<file path="src/rtl/rst_seq_ctrl.sv">
// Reset sequencer: async assert / sync release, then staged bus -> periph -> cpu release.
// Optional RST_SEQ_CAUSE_EN macro adds the rst_cause register (otherwise rst_cause = 2'b00).
module rst_seq_ctrl #(
  parameter int SYNC_STAGES = 2,
  parameter int HOLD_CYCLES = 16,
  parameter int STEP_CYCLES = 4,
  parameter int CNT_W       = 8
) (
  input  logic       clk,
  input  logic       async_rst_n,
  input  logic       sw_rst_req,
  input  logic       wdt_rst_req,
  output logic       bus_rst_n,
  output logic       periph_rst_n,
  output logic       cpu_rst_n,
  output logic       rst_busy,
  output logic       rst_done,
  output logic [1:0] rst_cause
);

  localparam logic [1:0] ST_HOLD       = 2'd0;
  localparam logic [1:0] ST_REL_BUS    = 2'd1;
  localparam logic [1:0] ST_REL_PERIPH = 2'd2;
  localparam logic [1:0] ST_RUN        = 2'd3;

  localparam logic [CNT_W-1:0] HOLD_LAST = CNT_W'(HOLD_CYCLES - 1);
  localparam logic [CNT_W-1:0] STEP_LAST = CNT_W'(STEP_CYCLES - 1);

  logic [SYNC_STAGES-1:0] sync_q;
  logic                   sync_rst_n;
  logic [1:0]             state;
  logic [CNT_W-1:0]       cnt;
  logic                   rst_req;

  assign sync_rst_n = sync_q[SYNC_STAGES-1];
  assign rst_req    = sw_rst_req | wdt_rst_req;

  always_ff @(posedge clk or negedge async_rst_n) begin
    if (!async_rst_n) begin
      sync_q <= '0;
    end else begin
      sync_q <= {sync_q[SYNC_STAGES-2:0], 1'b1};
    end
  end

  // Every output is its own flop so releases are glitch-free regardless of state encoding.
  always_ff @(posedge clk or negedge async_rst_n) begin
    if (!async_rst_n) begin
      state        <= ST_HOLD;
      cnt          <= '0;
      bus_rst_n    <= 1'b0;
      periph_rst_n <= 1'b0;
      cpu_rst_n    <= 1'b0;
      rst_busy     <= 1'b1;
      rst_done     <= 1'b0;
    end else begin
      rst_done <= 1'b0;
      case (state)
        ST_HOLD: begin
          if (sync_rst_n) begin
            if (cnt == HOLD_LAST) begin
              state     <= ST_REL_BUS;
              cnt       <= '0;
              bus_rst_n <= 1'b1;
            end else begin
              cnt <= cnt + 1'b1;
            end
          end
        end
        ST_REL_BUS: begin
          if (cnt == STEP_LAST) begin
            state        <= ST_REL_PERIPH;
            cnt          <= '0;
            periph_rst_n <= 1'b1;
          end else begin
            cnt <= cnt + 1'b1;
          end
        end
        ST_REL_PERIPH: begin
          if (cnt == STEP_LAST) begin
            state     <= ST_RUN;
            cnt       <= '0;
            cpu_rst_n <= 1'b1;
            rst_busy  <= 1'b0;
            rst_done  <= 1'b1;
          end else begin
            cnt <= cnt + 1'b1;
          end
        end
        ST_RUN: begin
          // Requests are level-sampled; a request still high on return to RUN fires again.
          if (rst_req) begin
            state        <= ST_HOLD;
            cnt          <= '0;
            bus_rst_n    <= 1'b0;
            periph_rst_n <= 1'b0;
            cpu_rst_n    <= 1'b0;
            rst_busy     <= 1'b1;
          end
        end
        default: begin
          state <= ST_HOLD;
          cnt   <= '0;
        end
      endcase
    end
  end

`ifdef RST_SEQ_CAUSE_EN
  logic [1:0] cause_q;

  // Watchdog wins over software when both request on the same edge.
  always_ff @(posedge clk or negedge async_rst_n) begin
    if (!async_rst_n) begin
      cause_q <= 2'b01;
    end else if (state == ST_RUN && rst_req) begin
      cause_q <= wdt_rst_req ? 2'b11 : 2'b10;
    end
  end

  assign rst_cause = cause_q;
`else
  assign rst_cause = 2'b00;
`endif

endmodule
</file>
<file path="config.mk">
export PLATFORM = sky130hd
export DESIGN_NAME = rst_seq_ctrl
export DESIGN_NICKNAME = d
export VERILOG_FILES = /design/src/rtl/rst_seq_ctrl.sv
export SDC_FILE = /design/constraint.sdc
export NUM_CORES = 1
export LEC_CHECK = 0
export ABC_AREA = 1
export CAP_MARGIN = 20
export CORE_MARGIN = 2
export CORE_UTILIZATION = 55
export CTS_CLUSTER_DIAMETER = 100
export DETAILED_ROUTE_END_ITERATION = 8
export PLACE_DENSITY = 0.77
export REMOVE_ABC_BUFFERS = 1
export SYNTH_ARGS = -nofsm -noshare
export SYNTH_HDL_FRONTEND = slang
export SYNTH_SLANG_ARGS = --single-unit
export TNS_END_PERCENT = 1
</file>
<file path="constraint.sdc">
create_clock -name clk -period 2.1 [get_ports clk]
set_clock_uncertainty 0.1 [all_clocks]
set_input_delay 0.315 -clock clk [delete_from_list [all_inputs] [get_ports clk]]
set_output_delay 0.315 -clock clk [all_outputs]
set_load 0.005 [all_outputs]
</file>
---- After elaboration in Yosys (flattened, before gate mapping) ----
Index checks and enable logic that the tools add are counted.
operators by class
  add/subtract/negate cells ............... 1
  equality and inequality tests ........... 10
  muxes and demuxes ....................... 23
  bitwise operators ....................... 1
  reduce and logical (&&, ||, !) cells .... 10
operators by type and width
  operator             number
  $mux 8               4
  $pmux 8 s3           1
  $mux 2               5
  $ne 2x2->1 const B   5
  $add 8x1->8 const B  1
  $eq 8x2->1 const B   1
  $eq 8x4->1 const B   1
  $mux 1               8
  $pmux 1 s2           4
  $pmux 2 s4           1
  $reduce_and 3->1     2
  $reduce_bool 2->1    3
  $reduce_and 5->1     1
  $eq 2x2->1 const B   2
  $reduce_and 4->1     1
  $eq 2x1->1 const B   1
  $logic_not 2->1      1
  $reduce_and 2->1     1
  $reduce_or 2->1      1
  $or 1x1->1           1
word-level totals
  register bits ........................... 17
  output and inout bits ................... 7
  word-level logic and storage cells ...... 53

---- Longest topological paths before layout ----
  word-level depth ........................ 4
  gate-level depth with buffers ........... 10
  mapped depth without buffers ............ 10

---- Worst setup path before layout ----
OpenSTA, ideal clock, no wires.
  path kind ............................... register -> register
  start point ............................. register state[0]
  end point ............................... register state[1]
  arrival ................................. 1399 ps
  data required time ...................... 1883 ps
  slack ................................... 484 ps
  stages on the path, launching flop included .. 11
  path buffers ............................ 0
  period minus slack after synthesis ...... 1616 ps
  cell sequence ........................... dfrtp_1 > inv_1 > ha_1 > inv_2 > nor2_1 > a21oi_4 > inv_4 > nor2_2 > nand2_1 > nand2_1 > nand2_1
between the ends
  cells in the longest elaborated chain, start to end .. 3
  elaborated cells between the ends (all ways) .. 11
  classes of those cells .................. eq/ne: 8; mux: 1; reduce/logical: 2
ends and longest elaborated chain
  what                                      line  source
  from (decl)                               31    logic [1:0] state;
  from (signal assigned)                    49    state <= ST_HOLD;
  from (signal assigned)                    62    state <= ST_REL_BUS;
  from (signal assigned)                    72    state <= ST_REL_PERIPH;
  $eq 2x2->1, or another cell as far along  58    case (state)
  $ne 2x2->1 (no line)                      --
  $reduce_and 5->1 (no line)                --
Several ways; a longest one is shown, not always the timed one.
A chain may end at the register's enable or synchronous reset.

---- Worst setup path after layout ----
Same ends and word-level chain as after synthesis.

==> results by group <==
Min path
  • Hold Crit Class: in -> async

Layout
  • Final net count: around 180
  • Antenna Diode Count: 0
  • Final core utilization: around 64%
  • Final Instance Area: 1240 sq um
  • Area growth from synthesis to layout: 12.6%
  • Share of layout cells above drive strength 1: under 10%

Global routing
  • First-pass GRT wire length: 4070 um
  • Gr usage total: 22.2%
  • Antenna violations before repair: 0
  • Number of global-route vias before repair: 891
  • Pin count of the biggest net entering global routing: 18
  • Grt ovf: 0

Route
  • WL/cell: 11.4 um
  • Via count: 967
  • DR vias/cell: 5.01
  • Remaining DRCs: 0
  • Final wirelength: about 2200 um
  • DRT iter0 DRCs: 25
  • Router iterations before antenna repair: 4
  • Post-DRT Antenna Nets: 0

Timing
  • Fin crit share: 83.7%
  • Max Slew Vio Count: 0
  • Setup violations, final: 0
  • Post-route minimum period: 1.76 ns
  • TNS Setup: 0 ns
  • RSZ-0062 raised after global routing: no
  • Final worst slack: 0.343 ns
  • Peak Freq: 0.569 GHz
  • Final hold vios: 0

Floorplanning
  • Initial core utilization: 57.2%
  • Die height: between 40 and 50 um
  • Std cell rows: 16
  • Die ar.: 2370 sq um
  • Core area: 1920 sq um
  • Die width: 48.7 um
  • I/O Pins: 11

Clock network
  • Max Buffers Root-to-Sink: 2
  • Post-cts sizing count: 0
  • H-tree level count: 1
  • Post-CTS Setup Repair Bufs: 0
  • CTS buffer count: 3
  • Clock slew at reported path FFs: 0.10 ns
  • Clk_lat worst skew: 0.29 ns
  • Hold buffer count at CTS: 0
  • CTS tree: done
  • Clk sinks: 17
  • Root Driver: clkbuf_4

Synthesis
  • Share of the synthesized area in the top cell type: 36.4%
  • Post-synth EDFFs: 0
  • Ys flop type: dfrtp_1
  • Mean Syn Cell Area: between 7 and 8 sq um
  • Post-synthesis async set-or-reset flop share: 100%
  • Post-Syn Instances: 154
  • YS warnings: 0
  • Area contributors post-synth: dfrtp_1 36%, nand2_1 19%, inv_1 7.2%
  • Commonest cells in the netlist: 57 x nand2_1, 21 x inv_1, 16 x dfrtp_1
  • Sequential element share of the synthesized area: between 30% and 40%
  • Synth Register Bits: 17
  • Post-Syn Area: 1100 sq um
  • Most frequent cell after synthesis: nand2_1
  • Synth area leader: dfrtp_1
  • Count of cell types in the netlist: 25

Setup path
  • FF-to-FF path depth: 10
  • R2r setup slk: 0.34 ns
  • Most used cell along the critical path: nand2_1
  • Worst setup SP type: flop
  • Start of the worst register-to-register path: state[0]
  • Slowest CP cell: dfrtp_1
  • CP Max Fanout: 10
  • Worst setup path class: reg -> reg
  • Cell Chain, Critical Path: inv_1 -> ha_1 -> inv_2 -> nor2_1 -> a21oi_4 -> inv_4 -> nor2_2 -> nand2_1 -> nand2_1 -> nand2_1
  • Crit path buf inv count: 3
  • WP data required: 2.19 ns
  • Slowest stage delay, CP: between 0.4 and 0.5 ns
  • Worst r2r dst: state[1]
  • Delay-heaviest family, CP: flip-flops
  • Worst path arrival time: roughly 1.9 ns
  • CP endpoint kind: flop

Power
  • Switching share of total power: 46.5%
  • Cell area power density: 1240 nW/um^2
  • Net Sw Power: between 0.7 and 0.8 mW
  • Leak: 0.672 nW
  • Clock share of power: 11.7%
  • Cell internal pwr: between 0.8 and 0.9 mW
  • Gate power share: between 50 and 60%
  • Worst vdd ir: approximately 0.8 mV
  • Power, Total: 1.54 mW
  • Sequential share of power: 35.1%

Placement
  • Port bufs: 8
  • DPL Wire Length: 1700 um
  • Dpl ws: 0.335 ns
  • Dpl cell area: 1210 sq um
  • Routability cong.: approximately 0.9

Run status
  • Outcome: complete, no violations

Flow run
  • Max-cap violations: 0
==> per-layer routing <==
metal	share of wire (%)	routed length [um]	vias to the layer above	GRT usage (%)
li1	-	-	499	-
met1	48	1050	423	32.3
met2	45	990	40	32.9
met3	6.0	132	5	4.01
met4	1.4	31	0	8.57
met5	0	0	-	0
==> through the flow <==
| step | hold slack [ns] | std cells |
|---|---|---|
| CTS | 0.245 | 193 |
| finish | 0.233 | 193 |
| detailed placement | 0.237 | 189 |
| global placement | 0.236 | 189 |
| global route | 0.264 | 193 |
| floorplan | -0.0806 | 152 |
==> placed cells by master, fill, tap and decap left out, drive strengths merged, types with 2 or more instances in the layout <==
| cell | Yosys | routed |
|---|---|---|
| nand2 | 57 | 57 |
| inv | 24 | 24 |
| dfrtp | 16 | 16 |
| nand3 | 14 | 14 |
| nor2 | 14 | 14 |
| clkdlybuf4s50 | 0 | 8 |
| ha | 6 | 6 |
| nand4 | 5 | 5 |
| o21ai | 5 | 5 |
| clkbuf | 0 | 4 |
| conb | 2 | 3 |
| o2111ai | 2 | 2 |
| buf | 3 | 2 |
| a21oi | 2 | 2 |
==> state kept, by name, indices dropped and copies added, names as in the netlist <==
name and count:
rst_done 1, bus_rst_n 1, cnt 8, sync_q 2, periph_rst_n 1, rst_busy 1, cpu_rst_n 1, state 2
==> cell type report <==
cell class	instances	area (sq um)
multi-input combinational	111	564
tap	27	33.8
inverter	24	92.6
clock buffer	4	26.3
sequential	17	427
fill	172	683
timing repair buffer	10	95.1
==> logic make-up after synthesis <==
kind of cell               count (synthesis)  share of synthesized area, %
AOI/OAI and AO/OA                         10                          6.83
xor gates and xnor gates                   1                         0.797
adders and majority gates                  6                          6.83
buffers and inverters                     27                          10.2
DFF                                       17                          38.8
other                                      2                         0.683
and+or+nand+nor                           91                          35.8
==> how the worst max path moves through the flow <==
stage | cells past startpoint | slack (ns) | from | end
2_1_floorplan | 10 | 0.48 | state[0] | state[1]
3_3_place_gp | 8 | 0.37 | wdt_rst_req | state[1]
3_5_place_dp | 8 | 0.34 | sw_rst_req | state[0]
4_1_cts | 10 | 0.35 | state[0] | state[0]
5_1_grt | 10 | 0.16 | state[0] | state[0]
6_report | 10 | 0.34 | state[0] | state[1]
==> power by group through the flow <==
stage | clock network [mW] | registers [mW] | logic (mW)
finish | 0.180 | 0.540 | 0.819
CTS | 0.183 | 0.539 | 0.817
floorplan | 0 | 0.521 | 0.573
global route | 0.199 | 0.561 | 0.927
detailed placement | 0 | 0.545 | 0.808
global placement | 0 | 0.538 | 0.794
No activity file was read; power rests on OpenSTA's default activity.
